### config.mk
export PLATFORM = sky130hd
export DESIGN_NAME = deg2binary
export DESIGN_NICKNAME = d
export VERILOG_FILES = /design/src/rtl/angle_pkg.sv /design/src/rtl/div360_step.sv /design/src/rtl/deg2binary.sv
export SDC_FILE = /design/constraint.sdc
export NUM_CORES = 1
export LEC_CHECK = 0
export ABC_CLOCK_PERIOD_IN_PS = 2300
export BUFFER_PORTS_ARGS = -buffer_cell sky130_fd_sc_hd__buf_2
export CAP_MARGIN = 20
export CORE_ASPECT_RATIO = 0.9
export CORE_UTILIZATION = 45
export DETAILED_ROUTE_END_ITERATION = 6
export PLACE_DENSITY_LB_ADDON = 0.12
export SLEW_MARGIN = 10
export SYNTH_ARGS = -nofsm -noshare
export SYNTH_HDL_FRONTEND = slang
export SYNTH_SLANG_ARGS = --single-unit
export TNS_END_PERCENT = 100
### constraint.sdc
create_clock -name i_clk -period 2.3 [get_ports i_clk]
set_clock_uncertainty 0.2 [all_clocks]
set_input_delay 0.345 -clock i_clk [delete_from_list [all_inputs] [get_ports i_clk]]
set_output_delay 0.345 -clock i_clk [all_outputs]
set_load 0.1 [all_outputs]
### src/rtl/angle_pkg.sv
// Shared angle-datapath definitions: widths, degree constants and the
// converter state encoding used by the degree/binary-angle converters.
package angle_pkg;

    localparam int DEG_W  = 14;
    localparam int FRAC_W = 5;
    localparam int BIN_W  = 22;
    localparam int REM_W  = 10;
    localparam int CNT_W  = 5;

    // 360.0 degrees in Q9.5, and the integer divisor for the restoring step
    localparam int DEG_360_Q   = 11520;
    localparam int DEG_DIVISOR = 360;

    typedef enum logic [1:0] {
        IDLE,
        CAL,
        DONE
    } state_t;

endpackage

### src/rtl/div360_step.sv
// One restoring-division step by 360: shifts a dividend bit into the
// remainder and produces the corresponding quotient bit.
module div360_step
    import angle_pkg::*;
(
    input  logic [REM_W-1:0] rem_in,
    input  logic             bit_in,
    output logic [REM_W-1:0] rem_out,
    output logic             q_bit
);

    logic [REM_W:0] trial;

    always_comb begin
        trial   = {rem_in, bit_in};
        q_bit   = (trial >= (REM_W+1)'(DEG_DIVISOR));
        rem_out = q_bit ? REM_W'(trial - (REM_W+1)'(DEG_DIVISOR)) : REM_W'(trial);
    end

endmodule

### src/rtl/deg2binary.sv
// Iterative Q9.5 degrees to binary-angle converter (2^BIN_W = full circle),
// resolving one quotient bit per clock by restoring division by 360.
module deg2binary #(
    parameter int DEG_W  = angle_pkg::DEG_W,
    parameter int FRAC_W = angle_pkg::FRAC_W,
    parameter int BIN_W  = angle_pkg::BIN_W
) (
    input  logic             i_clk,
    input  logic             i_rst,
    input  logic             i_start,
    input  logic [DEG_W-1:0] i_deg,
    output logic [BIN_W-1:0] o_binary,
    output logic             o_finished,
    output logic             o_busy
);

    import angle_pkg::*;

    localparam logic [CNT_W-1:0] LAST_CNT = CNT_W'(BIN_W - 1);

    state_t           state;
    state_t           state_nxt;
    logic [REM_W-1:0] rem;
    logic [REM_W-1:0] rem_nxt;
    logic [BIN_W-1:0] shf;
    logic [BIN_W-1:0] quo;
    logic [CNT_W-1:0] cnt;
    logic             q_bit;
    logic [DEG_W-1:0] deg_wrap;

    div360_step u_step (
        .rem_in  (rem),
        .bit_in  (shf[BIN_W-1]),
        .rem_out (rem_nxt),
        .q_bit   (q_bit)
    );

    // The 14-bit input never reaches 720 degrees, so one subtraction wraps it
    assign deg_wrap = (i_deg >= DEG_W'(DEG_360_Q)) ? (i_deg - DEG_W'(DEG_360_Q)) : i_deg;

    always_ff @(posedge i_clk) begin
        if (i_rst) begin
            state <= IDLE;
        end else begin
            state <= state_nxt;
        end
    end

    always_comb begin
        state_nxt = state;
        case (state)
            IDLE:    if (i_start) state_nxt = CAL;
            CAL:     if (cnt == LAST_CNT) state_nxt = DONE;
            DONE:    state_nxt = IDLE;
            default: state_nxt = IDLE;
        endcase
    end

    // Integer part seeds the remainder (always < 360); fraction bits lead the dividend
    always_ff @(posedge i_clk) begin
        if (i_rst) begin
            rem      <= '0;
            shf      <= '0;
            quo      <= '0;
            cnt      <= '0;
            o_binary <= '0;
        end else begin
            case (state)
                IDLE: begin
                    if (i_start) begin
                        rem <= REM_W'(deg_wrap[DEG_W-1:FRAC_W]);
                        shf <= {deg_wrap[FRAC_W-1:0], {(BIN_W-FRAC_W){1'b0}}};
                        quo <= '0;
                        cnt <= '0;
                    end
                end
                CAL: begin
                    rem <= rem_nxt;
                    shf <= {shf[BIN_W-2:0], 1'b0};
                    quo <= {quo[BIN_W-2:0], q_bit};
                    cnt <= cnt + 1'b1;
                    if (cnt == LAST_CNT) begin
                        o_binary <= {quo[BIN_W-2:0], q_bit};
                    end
                end
                default: ;
            endcase
        end
    end

    assign o_finished = (state == DONE);
    assign o_busy     = (state != IDLE);

endmodule

* Yosys cells after proc, flatten, opt, wreduce, memory -nomap -nowiden *
Cells that the tools add are included.

storage, ports and cells
  register bits = 82
  input bits = 17
  output and inout bits = 24
  logic and storage cells = 35

cells by class
  $add $sub $neg = 3
  magnitude comparators = 2
  eq/ne operators = 5
  multiplexer cells = 13
  reduce and logical (&&, ||, !) cells = 6

operators by type and width
  cell                                                                    count
  22-bit one-hot mux with 2 select lines                                  1
  21-bit one-hot mux with 2 select lines                                  1
  22-bit two-way mux                                                      1
  21-bit two-way mux                                                      1
  10-bit two-way mux                                                      2
  10-bit one-hot mux with 2 select lines                                  1
  14-bit >= comparator, second input constant                             1
  14-bit two-way mux                                                      1
  14-bit subtractor, second input constant                                1
  11-bit by 9-bit >= comparator with 1-bit output, second input constant  1
  5-bit one-hot mux with 2 select lines                                   1
  10-bit by 9-bit subtractor with 10-bit output, second input constant    1
  2-bit AND reduction                                                     3
  5-bit by 1-bit adder with 5-bit output, second input constant           1
  5-bit == test, second input constant                                    1
  5-bit two-way mux                                                       1
  2-bit two-way mux                                                       2
  2-bit inequality test, second input constant                            2
  2-bit one-hot mux with 2 select lines                                   1
  2-bit nonzero test                                                      2
  2-bit by 1-bit == test with 1-bit output, second input constant         1
  2-bit == test, second input constant                                    1
  2-bit logical NOT                                                       1

* Depth between registers and ports, before layout *
  word-level depth = 4
  gate-level depth with buffers = 9
  mapped depth without buffers = 7

* Cells and area by module *
A second synthesis with hierarchy kept.

second synthesis, totals
  cells, all modules = 355
  area total of the unflattened synthesis = 2885.3 µm²

modules (own cells, without submodules)
  module       times used  cells each  area an instance (µm²)  sequential area each (µm²)
  deg2binary   1           325         2651.3                  1301.2
  div360_step  1           30          234.0                   0.0

* Worst setup path before layout *
Ideal clock, no wire load.

  kind = reg-to-output
  from = register state[1]
  to = output o_finished
  data arrival time = 2.190 ns
  data required time = 1.755 ns
  slack = -0.435 ns
  cell stages (with the launch flop) = 4
  path buffers = 2
  path through = dfxtp_1 buf_2 clkbuf_1 nor2b_1

between the ends
  word-level cells in the longest chain between the ends = 1

ends and longest elaborated chain
  item                      line              source
  start: declaration        deg2binary.sv:21  state_t state;
  start signal: assignment  deg2binary.sv:45  state <= state_nxt;
  2-bit == test             deg2binary.sv:91  assign o_finished = (state == DONE);
  end: declaration          deg2binary.sv:13  output logic o_finished,

No other way between the ends.

* Worst setup path after layout *
  from = register rem[2]
  to = register rem[4]

between the ends
  word-level cells in the longest chain between the ends = 3
  elaborated cells between the ends (all ways) = 4
  those cells by class = 1 x add/sub; 1 x order compare; 2 x mux

ends and longest elaborated chain
  item                                                                                                              line                                  source
  start: declaration                                                                                                deg2binary.sv:23                      logic [REM_W-1:0] rem;
  start signal: assignment                                                                                          deg2binary.sv:71                      rem <= REM_W'(deg_wrap[DEG_W-1:FRAC_W]);
  start signal: assignment                                                                                          deg2binary.sv:78                      rem <= rem_nxt;
  10-bit by 9-bit subtractor with 10-bit output or 11-bit by 9-bit >= comparator with 1-bit output (tied branches)  div360_step.sv:17, div360_step.sv:16
  10-bit two-way mux (*)                                                                                            div360_step.sv:17                     rem_out = q_bit ? REM_W'(trial - (REM_W+1)'(DEG_DIVISOR)) : REM_W'(trial);
  10-bit one-hot mux with 2 select lines (*)                                                                        deg2binary.sv:68                      case (state)

Mark *: on every way between the ends. The rest lies on a longest branch, timed or not.
A chain may end at the register's enable or synchronous reset.

==> key figures <==
Pwr
  • Pleak: 1.38 nW
  • PwrDens: 752 nW/um2
  • Peak supply drop: 0.380 mV
  • Final Power: 2.56 mW

Worst setup path
  • Critical R2R Launch: rem[2]
  • Req. time, crit path: 2.31 ns
  • Critical path class: register to register
  • Worst r2r path cells: 7
  • Crit start category: register
  • CP Data Arrival Time: 2.16 ns
  • Max Fanout on Critical Path: 5
  • Critical path capture point type: register
  • Reg-to-Reg End: rem[4]
  • R2R Setup Slk: roughly 0.16 ns

Placed design
  • DP HPWL: 4.28 mm
  • RD Place Congestion: ~0.80
  • Dpl ws: between 0.1 and 0.15 ns
  • Port bufs: 40

Logic synthesis
  • Gate Count Post-Synth: 340
  • Asr flop ratio synth: 0%
  • Mean post-synth cell area: roughly 8.4 um2
  • Post-synth EDFFs: 0
  • Mux share of post-synthesis cell area: 0.699%
  • Simple-gate area share of the yosys netlist: 20.3%
  • Synth Area in Adders: 2.18%
  • Post-Syn Area: approximately 2900 um2
  • Yosys reg bits: 65
  • Largest family of logic cells by synthesized area: compound AO/OA/AOI/OAI gates
  • Synth cell types: 53
  • Seq/Total Area, Yosys: 45.4%
  • Post-Synth XOR/XNOR Area: 1.53%
  • Synthesis Warnings: 0
  • Compound-Gate Fraction of Synth Area: between 20% and 30%
  • Synth Net Count: 362
  • Synth Flop Type: dfxtp_1

Global route
  • Largest net degree at the start of global routing: 28
  • GRT overflow: 0
  • Gr usage total: 20.4%
  • Initial antenna violation count: 0
  • Number of global-route vias before repair: 2274
  • First-pass GRT wire length: 10.7 mm

Timing
  • Worst hold slack: 0.164 ns
  • Worst slew margin: 63.0%
  • Final worst setup slack: about 0.16 ns
  • Final min period: 2.14 ns
  • RSZ-0062 raised after global routing: false
  • Peak Freq: 467 MHz
  • Fin. max-slew vios: 0
  • Final setup violating endpoints: 0
  • Period utilisation layout: 93.2%
  • Worst-Margin Slew: 0.553 ns
  • Final hold viol count: 0
  • TNS Setup: 0 ns

Detailed routing
  • DRC Markers: 0
  • Avg WL per Cell: between 10 and 15 um
  • Drt first-iter violations: 129
  • Wirelength, routed: roughly 6.3 mm
  • Via count: ~2500
  • Final antenna-violating net count: 0
  • First-pass DRT Iterations: 4
  • Drt via density: approximately 5.3

Clocking
  • CTS buffer count: 9
  • Setup Fix Bufs, Post-CTS: 0
  • Num Clock Sinks: 65
  • Clock buffer depth: 2
  • CTS Hold Bufs: 0
  • CTS clk-pin slew, worst paths: ~0.070 ns
  • H-tree levels: 3
  • CTS tree: built
  • # resized after CTS: 0
  • Clock Root Buffer: clkbuf_8
  • Clk Latency, worst-skew pair: 0.33 ns

Floorplan
  • Cell row count: 27
  • Ports: a little over 40
  • Chip height: slightly below 80 um
  • Core area: 6150 um2
  • Width of the die: approximately 86 um
  • Initial core utilization: 46.6%
  • Die area: ~6700 um2

Finish
  • Syn-to-layout area delta: 18.6%
  • Register area: 1300 um2
  • Antenna diodes: 0
  • Share of layout cells above drive strength 1: a little over 20%
  • Nets: 400
  • Multi-input gate area: 1420 um2
  • Layout fillers: just over 600

Min path
  • Worst Hold Launch: i_deg[12]
  • Hold path endpoint: rem[7]
  • Hold Path Depth: 3
  • Hold crit path type: primary input to register

Outcome
  • Outcome: completed

Run
  • Max-cap violations: 0
power breakdown:
group	leakage [nW]	internal, mW	switching (mW)
clock	0.123	0.699	0.421
sequential	0.527	1.15	0.0397
combinational	0.732	0.0952	0.147
layout make-up:
cell class                 count  share of cell area [%]
multi-input combinational    240                    41.9
sequential                    65                    38.3
inverter                      12                    1.44
clock inverter                 4                    2.17
tap                           87                    3.20
timing repair buffer          50                    8.17
clock buffer                  12                    4.86
registers in the layout, indices dropped and copies added, names as in the netlist:
register / count
state: 2
o_binary: 22
shf: 5
quo: 21
rem: 10
cnt: 5
synth_stat cells (all sizes together) (2+ instances only):
cell / instances / area [um2]
mux2i: 2 / 20.0
nand4: 3 / 18.8
clkbuf: 16 / 60.1
inv: 11 / 41.3
or2: 5 / 31.3
xor2: 2 / 17.5
dfxtp: 65 / 1300
o221a: 3 / 33.8
nor2: 36 / 140
nand2: 50 / 188
nor2b: 6 / 37.5
ha: 5 / 62.6
a211oi: 2 / 15.0
nor3b: 2 / 20.0
nor3: 9 / 45.0
a22oi: 5 / 37.5
o21ai: 8 / 51.3
nand2b: 6 / 37.5
nand3b: 2 / 15.0
a22o: 20 / 175
a311oi: 2 / 23.8
o31ai: 2 / 15.0
o211ai: 4 / 30.0
buf: 7 / 33.8
a21oi: 43 / 215
a221o: 2 / 20.0
nand3: 2 / 10.0
xnor2: 3 / 26.3
per-stage QoR:
stage | utilization, % | std cells | instance area (um2)
floorplan | - | 340 | 2870
CTS | 55.3 | 470 | 3400
finish | 55.3 | 470 | 3400
global route | 55.3 | 470 | 3400
global placement | 51.4 | 454 | 3160
detailed placement | 51.4 | 454 | 3160
how the worst max path moves through the flow:
stage / from / to / slack, ns / cells after the start
floorplan: state[1] / o_finished / 0.08 / 3
finish: rem[2] / rem[4] / 0.16 / 7
detailed placement: rem[2] / rem[4] / 0.12 / 7
global route: rem[2] / rem[4] / 0.05 / 7
global placement: rem[2] / rem[4] / 0.19 / 7
CTS: state[0] / o_busy / 0.08 / 3
routing by layer:
layer,vias up,track usage (%),part of all wire [%]
met4,0,8.00,0.77
met1,1194,28.5,51
met5,-,0,0
met2,38,31.0,46
met3,4,3.83,3.0
li1,1276,-,-
worst max-delay path: stages (launching register included):
cell and delay, ns:
dfxtp_1 0.35, inv_1 0.09, ha_1 0.25, and3b_1 0.24, a311oi_2 0.31, o21ai_4 0.12, mux2i_1 0.15, a221o_1 0.32
kinds of logic (layout without fill, tap and decap cells):
family                   after synthesis  count (layout)
XOR/XNOR                               5               5
adder cells (fa/ha/maj)                5               5
AO/OA/AOI/OAI                        102             102
multiplexers                           2               2
flip-flops                            65              65
AND/OR/NAND/NOR                      126             126
buffers and inverters                 35              78
layout by cell type (no fill, tap or decap), types with 3 or more instances in the layout:
cell and instances:
nor2b_1 5, o211ai_1 4, o21ai_0 5, a21oi_1 43, buf_4 10, nor3_1 9, nor2_1 34, nand4_1 3
xnor2_1 3, a22oi_1 5, o221a_2 3, nand2b_1 6, or2_1 3, inv_1 11, a22o_1 20, nand2_1 50
dfxtp_1 65, ha_1 5, buf_2 39, clkbuf_8 12
(Power assumes the default switching activity.)
